[config.mk]
export PLATFORM = sky130hd
export DESIGN_NAME = oflow_iou_match_sched_flat
export DESIGN_NICKNAME = d
export VERILOG_FILES = /design/src/rtl/oflow_iou_match_sched_if.sv /design/src/rtl/oflow_iou_match_sched.sv /design/src/flat_wrapper.sv
export SDC_FILE = /design/constraint.sdc
export NUM_CORES = 1
export LEC_CHECK = 0
export CAP_MARGIN = 30
export CORE_MARGIN = 1.5
export CORE_UTILIZATION = 35
export CTS_CLUSTER_DIAMETER = 150
export CTS_CLUSTER_SIZE = 14
export DETAILED_ROUTE_END_ITERATION = 6
export DONT_BUFFER_PORTS = 1
export MAX_ROUTING_LAYER = met4
export SLEW_MARGIN = 20
export SYNTH_ARGS = -nofsm -noshare
export SYNTH_HDL_FRONTEND = slang
export SYNTH_SLANG_ARGS = --single-unit
[constraint.sdc]
create_clock -name clk -period 26.1 [get_ports clk]
set_input_delay 5.22 -clock clk [delete_from_list [all_inputs] [get_ports clk]]
set_output_delay 5.22 -clock clk [all_outputs]
set_load 0.03 [all_outputs]
[src/rtl/oflow_iou_match_sched_if.sv]
// ---------------------------------------------------------------------------
// oflow_iou_match_sched_if
// Bundles every non-clock, non-reset signal of the IoU match scheduler:
//   - job request side   : start_i, bbox_k_i, w_k_i, h_k_i, hist_cnt_i, thresh_i, busy_o
//   - history memory side: hist_rd_en_o, hist_rd_addr_o, hist_rd_data_i
//   - IoU engine side    : eng_start_o, eng_*_o operands, eng_done_i, eng_iou_i
//   - job result         : done_o, match_valid_o, best_idx_o, best_iou_o, timeout_err_o
// Modport slave is the scheduler itself; modport master is its environment
// (frame controller, history memory and IoU engine together).
// ---------------------------------------------------------------------------
interface oflow_iou_match_sched_if #(
  parameter int IDX_W = 5
);
  // job request
  logic              start_i;
  logic [43:0]       bbox_k_i;
  logic [10:0]       w_k_i;
  logic [10:0]       h_k_i;
  logic [IDX_W:0]    hist_cnt_i;
  logic [21:0]       thresh_i;
  logic              busy_o;
  // history memory
  logic              hist_rd_en_o;
  logic [IDX_W-1:0]  hist_rd_addr_o;
  logic [65:0]       hist_rd_data_i;
  // IoU engine
  logic              eng_start_o;
  logic [43:0]       eng_bbox_k_o;
  logic [10:0]       eng_w_k_o;
  logic [10:0]       eng_h_k_o;
  logic [43:0]       eng_bbox_h_o;
  logic [10:0]       eng_w_h_o;
  logic [10:0]       eng_h_h_o;
  logic              eng_done_i;
  logic [21:0]       eng_iou_i;
  // job result
  logic              done_o;
  logic              match_valid_o;
  logic [IDX_W-1:0]  best_idx_o;
  logic [21:0]       best_iou_o;
  logic              timeout_err_o;

  modport slave (
    input  start_i, bbox_k_i, w_k_i, h_k_i, hist_cnt_i, thresh_i,
    input  hist_rd_data_i, eng_done_i, eng_iou_i,
    output busy_o, hist_rd_en_o, hist_rd_addr_o,
    output eng_start_o, eng_bbox_k_o, eng_w_k_o, eng_h_k_o,
    output eng_bbox_h_o, eng_w_h_o, eng_h_h_o,
    output done_o, match_valid_o, best_idx_o, best_iou_o, timeout_err_o
  );

  modport master (
    output start_i, bbox_k_i, w_k_i, h_k_i, hist_cnt_i, thresh_i,
    output hist_rd_data_i, eng_done_i, eng_iou_i,
    input  busy_o, hist_rd_en_o, hist_rd_addr_o,
    input  eng_start_o, eng_bbox_k_o, eng_w_k_o, eng_h_k_o,
    input  eng_bbox_h_o, eng_w_h_o, eng_h_h_o,
    input  done_o, match_valid_o, best_idx_o, best_iou_o, timeout_err_o
  );
endinterface

[src/rtl/oflow_iou_match_sched.sv]
// ---------------------------------------------------------------------------
// oflow_iou_match_sched
// Sequences one shared IoU engine across all valid history bboxes for a single
// frame-k bbox and reports the history entry with the lowest IoU distance.
//
// Ports:
//   clk      - clock
//   reset_N  - asynchronous reset, active-high
//   bus      - oflow_iou_match_sched_if.slave: job request, history memory
//              read port, IoU engine start/done handshake and job result.
//
// Per entry: FETCH -> WAIT_RD -> ISSUE -> WAIT_ENG -> UPDATE (4 + L cycles,
// L = ISSUE-to-done latency). A job with zero entries goes straight to REPORT.
// Result registers are loaded on the edge that enters REPORT so they are
// already valid in the cycle done_o is high, and then hold until the next job
// reports. IDX_W must satisfy 2**IDX_W >= HIST_DEPTH.
// ---------------------------------------------------------------------------
module oflow_iou_match_sched #(
  parameter int HIST_DEPTH = 32,
  parameter int IDX_W      = 5,
  parameter int TIMEOUT    = 64
) (
  input  logic                   clk,
  input  logic                   reset_N,
  oflow_iou_match_sched_if.slave bus
);

  localparam int CNT_W = IDX_W + 1;
  localparam int TMO_W = $clog2(TIMEOUT) + 1;
  localparam logic [CNT_W-1:0] DEPTH_C   = CNT_W'(HIST_DEPTH);
  localparam logic [TMO_W-1:0] TMO_LAST  = TMO_W'(TIMEOUT - 1);
  localparam logic [21:0]      IOU_WORST = 22'h3FFFFF;

  typedef enum logic [2:0] {
    S_IDLE,
    S_FETCH,
    S_WAIT_RD,
    S_ISSUE,
    S_WAIT_ENG,
    S_UPDATE,
    S_REPORT
  } state_t;

  state_t state_reg, state_next;

  // job operands latched at start
  logic [43:0]      bbox_k_reg;
  logic [10:0]      w_k_reg, h_k_reg;
  logic [21:0]      thresh_reg;
  logic [CNT_W-1:0] cnt_reg;
  logic [CNT_W-1:0] idx_reg;
  // history operands for the entry currently in the engine
  logic [43:0]      bbox_h_reg;
  logic [10:0]      w_h_reg, h_h_reg;
  // running search state
  logic [21:0]      iou_reg;
  logic [21:0]      best_iou_reg;
  logic [IDX_W-1:0] best_idx_reg;
  logic [TMO_W-1:0] tmo_cnt_reg;
  logic             timeout_err_reg;
  // published result
  logic [IDX_W-1:0] out_idx_reg;
  logic [21:0]      out_iou_reg;
  logic             out_match_reg;

  // combinational helpers
  logic [CNT_W-1:0] cnt_clamped;
  logic [CNT_W-1:0] idx_inc;
  logic             better;
  logic [21:0]      upd_best_iou;
  logic [IDX_W-1:0] upd_best_idx;
  logic             tmo_hit;
  logic [21:0]      rep_iou;
  logic [IDX_W-1:0] rep_idx;
  logic             rep_match;

  assign cnt_clamped  = (bus.hist_cnt_i > DEPTH_C) ? DEPTH_C : bus.hist_cnt_i;
  assign idx_inc      = idx_reg + CNT_W'(1);
  // strict compare: equal scores keep the earlier (lower) index
  assign better       = (iou_reg < best_iou_reg);
  assign upd_best_iou = better ? iou_reg : best_iou_reg;
  assign upd_best_idx = better ? idx_reg[IDX_W-1:0] : best_idx_reg;
  assign tmo_hit      = (tmo_cnt_reg == TMO_LAST);

  // ---------------------------------------------------------------------
  // state register
  // ---------------------------------------------------------------------
  always_ff @(posedge clk or posedge reset_N) begin
    if (reset_N) begin
      state_reg <= S_IDLE;
    end else begin
      state_reg <= state_next;
    end
  end

  // ---------------------------------------------------------------------
  // next state and the result to publish when entering REPORT
  // ---------------------------------------------------------------------
  always_comb begin
    state_next = state_reg;
    rep_iou    = best_iou_reg;
    rep_idx    = best_idx_reg;
    rep_match  = 1'b0;
    case (state_reg)
      S_IDLE: begin
        if (bus.start_i) begin
          if (cnt_clamped == '0) begin
            // empty history: report the initial "no match" score
            state_next = S_REPORT;
            rep_iou    = IOU_WORST;
            rep_idx    = '0;
            rep_match  = 1'b0;
          end else begin
            state_next = S_FETCH;
          end
        end
      end
      S_FETCH:   state_next = S_WAIT_RD;
      S_WAIT_RD: state_next = S_ISSUE;
      S_ISSUE:   state_next = S_WAIT_ENG;
      S_WAIT_ENG: begin
        if (bus.eng_done_i) begin
          state_next = S_UPDATE;
        end else if (tmo_hit) begin
          // aborted job never reports a match
          state_next = S_REPORT;
        end
      end
      S_UPDATE: begin
        if (idx_inc == cnt_reg) begin
          state_next = S_REPORT;
          rep_iou    = upd_best_iou;
          rep_idx    = upd_best_idx;
          rep_match  = (upd_best_iou <= thresh_reg);
        end else begin
          state_next = S_FETCH;
        end
      end
      S_REPORT:  state_next = S_IDLE;
      default:   state_next = S_IDLE;
    endcase
  end

  // ---------------------------------------------------------------------
  // datapath registers
  // ---------------------------------------------------------------------
  always_ff @(posedge clk or posedge reset_N) begin
    if (reset_N) begin
      bbox_k_reg      <= '0;
      w_k_reg         <= '0;
      h_k_reg         <= '0;
      thresh_reg      <= '0;
      cnt_reg         <= '0;
      idx_reg         <= '0;
      bbox_h_reg      <= '0;
      w_h_reg         <= '0;
      h_h_reg         <= '0;
      iou_reg         <= '0;
      best_iou_reg    <= IOU_WORST;
      best_idx_reg    <= '0;
      tmo_cnt_reg     <= '0;
      timeout_err_reg <= 1'b0;
      out_idx_reg     <= '0;
      out_iou_reg     <= '0;
      out_match_reg   <= 1'b0;
    end else begin
      case (state_reg)
        S_IDLE: begin
          if (bus.start_i) begin
            bbox_k_reg      <= bus.bbox_k_i;
            w_k_reg         <= bus.w_k_i;
            h_k_reg         <= bus.h_k_i;
            thresh_reg      <= bus.thresh_i;
            cnt_reg         <= cnt_clamped;
            idx_reg         <= '0;
            best_iou_reg    <= IOU_WORST;
            best_idx_reg    <= '0;
            timeout_err_reg <= 1'b0;
          end
        end
        S_WAIT_RD: begin
          bbox_h_reg <= bus.hist_rd_data_i[65:22];
          w_h_reg    <= bus.hist_rd_data_i[21:11];
          h_h_reg    <= bus.hist_rd_data_i[10:0];
        end
        S_ISSUE: begin
          tmo_cnt_reg <= '0;
        end
        S_WAIT_ENG: begin
          if (bus.eng_done_i) begin
            iou_reg <= bus.eng_iou_i;
          end else if (tmo_hit) begin
            timeout_err_reg <= 1'b1;
          end else begin
            tmo_cnt_reg <= tmo_cnt_reg + TMO_W'(1);
          end
        end
        S_UPDATE: begin
          best_iou_reg <= upd_best_iou;
          best_idx_reg <= upd_best_idx;
          idx_reg      <= idx_inc;
        end
        default: ;
      endcase

      if (state_next == S_REPORT) begin
        out_iou_reg   <= rep_iou;
        out_idx_reg   <= rep_idx;
        out_match_reg <= rep_match;
      end
    end
  end

  // ---------------------------------------------------------------------
  // outputs; strobes decode directly from the state so reset clears them
  // at once
  // ---------------------------------------------------------------------
  assign bus.busy_o         = (state_reg != S_IDLE);
  assign bus.hist_rd_en_o   = (state_reg == S_FETCH);
  assign bus.hist_rd_addr_o = idx_reg[IDX_W-1:0];
  assign bus.eng_start_o    = (state_reg == S_ISSUE);
  assign bus.eng_bbox_k_o   = bbox_k_reg;
  assign bus.eng_w_k_o      = w_k_reg;
  assign bus.eng_h_k_o      = h_k_reg;
  assign bus.eng_bbox_h_o   = bbox_h_reg;
  assign bus.eng_w_h_o      = w_h_reg;
  assign bus.eng_h_h_o      = h_h_reg;
  assign bus.done_o         = (state_reg == S_REPORT);
  assign bus.match_valid_o  = out_match_reg;
  assign bus.best_idx_o     = out_idx_reg;
  assign bus.best_iou_o     = out_iou_reg;
  assign bus.timeout_err_o  = timeout_err_reg;

endmodule

[src/flat_wrapper.sv]
// flat-port wrapper written by rule: the top's interface ports become plain ports
module oflow_iou_match_sched_flat 
#(
  parameter int HIST_DEPTH = 32,
  parameter int IDX_W      = 5,
  parameter int TIMEOUT    = 64
)
  (clk, reset_N, bus_start_i, bus_bbox_k_i, bus_w_k_i, bus_h_k_i, bus_hist_cnt_i, bus_thresh_i, bus_hist_rd_data_i, bus_eng_done_i, bus_eng_iou_i, bus_busy_o, bus_hist_rd_en_o, bus_hist_rd_addr_o, bus_eng_start_o, bus_eng_bbox_k_o, bus_eng_w_k_o, bus_eng_h_k_o, bus_eng_bbox_h_o, bus_eng_w_h_o, bus_eng_h_h_o, bus_done_o, bus_match_valid_o, bus_best_idx_o, bus_best_iou_o, bus_timeout_err_o);
  oflow_iou_match_sched_if #(.IDX_W(IDX_W)) bus_i ();
  input  logic clk;
  input  logic reset_N;
  input wire logic [$bits(bus_i.start_i)-1:0] bus_start_i;
  input wire logic [$bits(bus_i.bbox_k_i)-1:0] bus_bbox_k_i;
  input wire logic [$bits(bus_i.w_k_i)-1:0] bus_w_k_i;
  input wire logic [$bits(bus_i.h_k_i)-1:0] bus_h_k_i;
  input wire logic [$bits(bus_i.hist_cnt_i)-1:0] bus_hist_cnt_i;
  input wire logic [$bits(bus_i.thresh_i)-1:0] bus_thresh_i;
  input wire logic [$bits(bus_i.hist_rd_data_i)-1:0] bus_hist_rd_data_i;
  input wire logic [$bits(bus_i.eng_done_i)-1:0] bus_eng_done_i;
  input wire logic [$bits(bus_i.eng_iou_i)-1:0] bus_eng_iou_i;
  output wire logic [$bits(bus_i.busy_o)-1:0] bus_busy_o;
  output wire logic [$bits(bus_i.hist_rd_en_o)-1:0] bus_hist_rd_en_o;
  output wire logic [$bits(bus_i.hist_rd_addr_o)-1:0] bus_hist_rd_addr_o;
  output wire logic [$bits(bus_i.eng_start_o)-1:0] bus_eng_start_o;
  output wire logic [$bits(bus_i.eng_bbox_k_o)-1:0] bus_eng_bbox_k_o;
  output wire logic [$bits(bus_i.eng_w_k_o)-1:0] bus_eng_w_k_o;
  output wire logic [$bits(bus_i.eng_h_k_o)-1:0] bus_eng_h_k_o;
  output wire logic [$bits(bus_i.eng_bbox_h_o)-1:0] bus_eng_bbox_h_o;
  output wire logic [$bits(bus_i.eng_w_h_o)-1:0] bus_eng_w_h_o;
  output wire logic [$bits(bus_i.eng_h_h_o)-1:0] bus_eng_h_h_o;
  output wire logic [$bits(bus_i.done_o)-1:0] bus_done_o;
  output wire logic [$bits(bus_i.match_valid_o)-1:0] bus_match_valid_o;
  output wire logic [$bits(bus_i.best_idx_o)-1:0] bus_best_idx_o;
  output wire logic [$bits(bus_i.best_iou_o)-1:0] bus_best_iou_o;
  output wire logic [$bits(bus_i.timeout_err_o)-1:0] bus_timeout_err_o;
  assign bus_i.start_i = bus_start_i;
  assign bus_i.bbox_k_i = bus_bbox_k_i;
  assign bus_i.w_k_i = bus_w_k_i;
  assign bus_i.h_k_i = bus_h_k_i;
  assign bus_i.hist_cnt_i = bus_hist_cnt_i;
  assign bus_i.thresh_i = bus_thresh_i;
  assign bus_i.hist_rd_data_i = bus_hist_rd_data_i;
  assign bus_i.eng_done_i = bus_eng_done_i;
  assign bus_i.eng_iou_i = bus_eng_iou_i;
  assign bus_busy_o = bus_i.busy_o;
  assign bus_hist_rd_en_o = bus_i.hist_rd_en_o;
  assign bus_hist_rd_addr_o = bus_i.hist_rd_addr_o;
  assign bus_eng_start_o = bus_i.eng_start_o;
  assign bus_eng_bbox_k_o = bus_i.eng_bbox_k_o;
  assign bus_eng_w_k_o = bus_i.eng_w_k_o;
  assign bus_eng_h_k_o = bus_i.eng_h_k_o;
  assign bus_eng_bbox_h_o = bus_i.eng_bbox_h_o;
  assign bus_eng_w_h_o = bus_i.eng_w_h_o;
  assign bus_eng_h_h_o = bus_i.eng_h_h_o;
  assign bus_done_o = bus_i.done_o;
  assign bus_match_valid_o = bus_i.match_valid_o;
  assign bus_best_idx_o = bus_i.best_idx_o;
  assign bus_best_iou_o = bus_i.best_iou_o;
  assign bus_timeout_err_o = bus_i.timeout_err_o;
  oflow_iou_match_sched #(.HIST_DEPTH(HIST_DEPTH), .IDX_W(IDX_W), .TIMEOUT(TIMEOUT)) u_core (.clk(clk), .reset_N(reset_N), .bus(bus_i));
endmodule
==> impl.org <==
** Clock network
- The clock passes through at most 3 buffers.
- Buffers added to address setup during post-CTS repair amount to 0.
- In this run, post-CTS hold repair placed 0 buffers.
- TritonCTS built the clock tree.
- CTS built an H-tree with a depth of 1.
- The clock net in this run drives a total of 254 sinks.
- Clock Tree Root :: clkbuf_16
- Clock slew at the register clock pins of the worst setup and hold paths :: roughly 0.07 ns
- For the worst-skew pair, the clock arrives at the later sink with an insertion delay of just over 0.5 ns.
- Post-cts repair resize count :: 0
- Num CTS Buffers :: 22

** Critical path
- The critical path is of the reg2out type.
- Type of element launching the critical path :: register
- STA classifies the critical path endpoint as an output pin.
- Highest fanout seen on the critical path :: 9
- Arr. time, crit path :: 1.90 ns
- Critical path required time :: about 21 ns

** STA
- Of the available clock period, the critical path in the final layout requires roughly 27%.
- Setup repair after global routing left no endpoint under its margin.
- Sum of negative setup slack :: 0 ns
- Final worst path period need :: slightly above 7 ns
- The max-slew violation count is 0.
- Headroom to the max-slew limit came out at between 30% and 40%.
- Worst Skew :: roughly 0.017 ns
- Highest attainable clock frequency :: ~0.14 GHz
- Final setup violation count :: 0
- Final count of hold timing violations :: 0
- Measured slew at the worst slew-check pin :: ~0.92 ns

** Layout
- In the layout the commonest cells are nand2_1, dfrtp_1, mux2_2, inv_1, ha_1.
- Relative to the synthesized area, the layout overhead comes to 9.54%.
- The library cell used most frequently in the layout, excluding fill and tap cells, is nand2_1.
- Final instance count without filler cells :: ~1500
- Fraction of final layout cells sized beyond drive strength 1 :: 20.6%
- Net total in the final layout :: ~1200
- Filler Cells Inserted :: 3195

** Global routing
- Initial antenna violation count :: 8
- Total congestion overflow :: 0
- Total global routing track utilization :: 18.2%
- Wire length of the first global-routing pass :: between 40000 and 50000 um
- The number of global-route vias before repair was around 7700.
- Entering global routing, the biggest net connects 120 pins.

** Synthesis
- After synthesis, the mean cell area works out to 11.4 um2.
- During synthesis, Yosys emitted a total of 0 warnings.
- Distinct cell type count of the synthesized netlist :: ~50
- After synthesis, flip-flops and latches occupy a little under three fifths of the total area.
- Among all flip-flop cells after synthesis, the most frequent one is dfrtp_1.
- Synthesis inferred around 250 register bits.
- After synthesis, the share of flip-flops with an asynchronous set or reset is between 90% and 100%.
- Post-synth design cell area :: roughly 12000 um2
- Cells after Synth :: 1011
- Number of enable-type register cells in the synthesized netlist :: 0
- Synthesis produced a netlist with a net count of 1242.

** Place
- Counting tap cells, the placed design contains a total of ~1400 instances.
- At the end of routability-driven placement, the weighted congestion stood at about 0.81.
- The count of buffers added on input and output ports is 0.
- Once detailed placement completed, the half-perimeter wirelength came to 21400 um.

** Floorplanning
- The core region is about 33000 um2.
- For this configuration, the core starts out at a cell density of a little over a third.
- Row generation in the floorplan step produced 66 rows.
- Die width :: ~180 um
- approximately 360 I/O pins were placed.
- The die covers ~34000 um2.
- In this run the vertical extent of the chip is about 180 um.

** Run status
- The run finished with clean final reports.

** Drt
- For this block, the via count after detailed routing is 7302.
- The detail route stage leaves a number of antenna-violating nets equal to 0.
- Dividing the detail-routed via count by the number of cells gives around 5.0.
- In the final routed layout, each cell accounts on average for approximately 21 um.
- After detailed routing, the total wire length is between 30000 and 40000 um.
- After the first detailed-routing iteration, the DRC count stood at between 300 and 400.
- Detailed-router iteration count before antenna repair :: 4
- DRC violations left :: 0

** Job
- Max-cap violation count :: 0

** Pwr
- The worst-case IR drop observed on VDD is ~0.000077 V.
- Static leakage power :: a little under 6 nW
- Ratio of total power to cell area :: 146 nW/um2

** Min path
- The path class of the tightest hold or removal check is reg2reg.
## cells in the mapped netlist, types with 4 or more instances
cell type  instances  area share, %
nand2_1          253            8.2
dfrtp_1          232             50
mux2_2           111             11
inv_1             53            1.7
ha_1              45            4.9
o21ai_0           31            1.3
clkbuf_1          30           0.97
mux2i_1           29            2.5
a2bb2oi_2         23            3.0
dfstp_2           22            5.0
a2bb2oi_1         20            1.5
nor2_1            16           0.52
a21o_1            13           0.84
buf_2             13           0.56
a21oi_1           12           0.52
nand3_1            9           0.39
nand4_1            9           0.49
xnor2_1            7           0.53
xor2_1             7           0.53
buf_4              6           0.39
a22o_1             5           0.38
buf_6              5           0.49
nand3b_1           5           0.32
o2bb2ai_1          5           0.38
and2_1             4           0.22
and4_1             4           0.30
## routing by layer
| metal | share of wire (%) | wire, um | GRT usage, % |
|---|---|---|---|
| met1 | 40 | 12200 | 20.7 |
| met2 | 48 | 14800 | 30.2 |
| met3 | 9.6 | 2940 | 6.76 |
| met4 | 1.9 | 567 | 4.85 |
| met5 | 0 | 0 | - |
## area by class of cell
class | count | area, um2 | share of cell area (%)
clock inverter | 1 | 16.3 | 0.128
multi-input combinational | 649 | 4720 | 37.3
antenna | 5 | 12.5 | 0.0988
timing repair buffer | 14 | 135 | 1.07
inverter | 53 | 206 | 1.63
clock buffer | 38 | 632 | 4.99
sequential | 254 | 6380 | 50.4
tap | 442 | 553 | 4.37
## metrics by stage
step	area [um2]	hold slack [ns]	utilization, %	power, mW	setup WS (ns)
2_1_floorplan	11600	0.452	-	1.38	13.93
5_1_grt	12700	0.502	38.9	1.97	18.85
4_1_cts	12600	0.494	38.7	1.86	18.94
6_report	12700	0.491	38.9	1.84	18.98
3_3_place_gp	11900	0.471	36.7	1.52	19.14
3_5_place_dp	12000	0.478	36.7	1.54	19.15
## power by group
group | leakage (nW) | internal [mW] | switching (mW) | total [mW]
combinational | 2.52 | 0.267 | 0.279 | 0.546
sequential | 3.10 | 0.578 | 0.405 | 0.983
clock | 0.308 | 0.165 | 0.148 | 0.313
total | 5.93 | 1.01 | 0.832 | 1.84
## kinds of logic (layout without fill, tap and decap cells)
logic type | count (synthesis) | count (layout) | share of synthesized area [%]
muxes | 143 | 143 | 13.7
and+or+nand+nor | 318 | 318 | 11.5
xor gates and xnor gates | 14 | 14 | 1.06
DFF | 254 | 254 | 55.2
adders and majority gates | 45 | 45 | 4.87
other | 0 | 5 | 0
buffers and inverters | 108 | 106 | 4.17
AOI/OAI and AO/OA | 129 | 129 | 9.44
## final timing paths
check | from | end | slack [ns] | cells past startpoint
max in group asynchronous | reset_N | u_core.bus.eng_bbox_k_o[26] | 20.04 | 2
setup reg to reg | u_core.best_iou_reg[21] | u_core.bus.match_valid_o | 21.43 | 15
min in group asynchronous | reset_N | u_core.bus.eng_h_h_o[10] | 4.72 | 1
hold reg to reg | u_core.best_iou_reg[0] | u_core.best_iou_reg[0] | 0.49 | 2
setup / recovery | u_core.state_reg[2] | bus_eng_start_o | 18.98 | 3
hold / removal | u_core.best_iou_reg[0] | u_core.best_iou_reg[0] | 0.49 | 2
## worst max-delay path, cell delays in order, from the launching register on
cell and delay [ns]:
dfrtp_1 0.47, nand2b_1 0.21, or2_2 0.35, inv_1 0.35
Note: power is estimated with default switching activity, not from simulation.
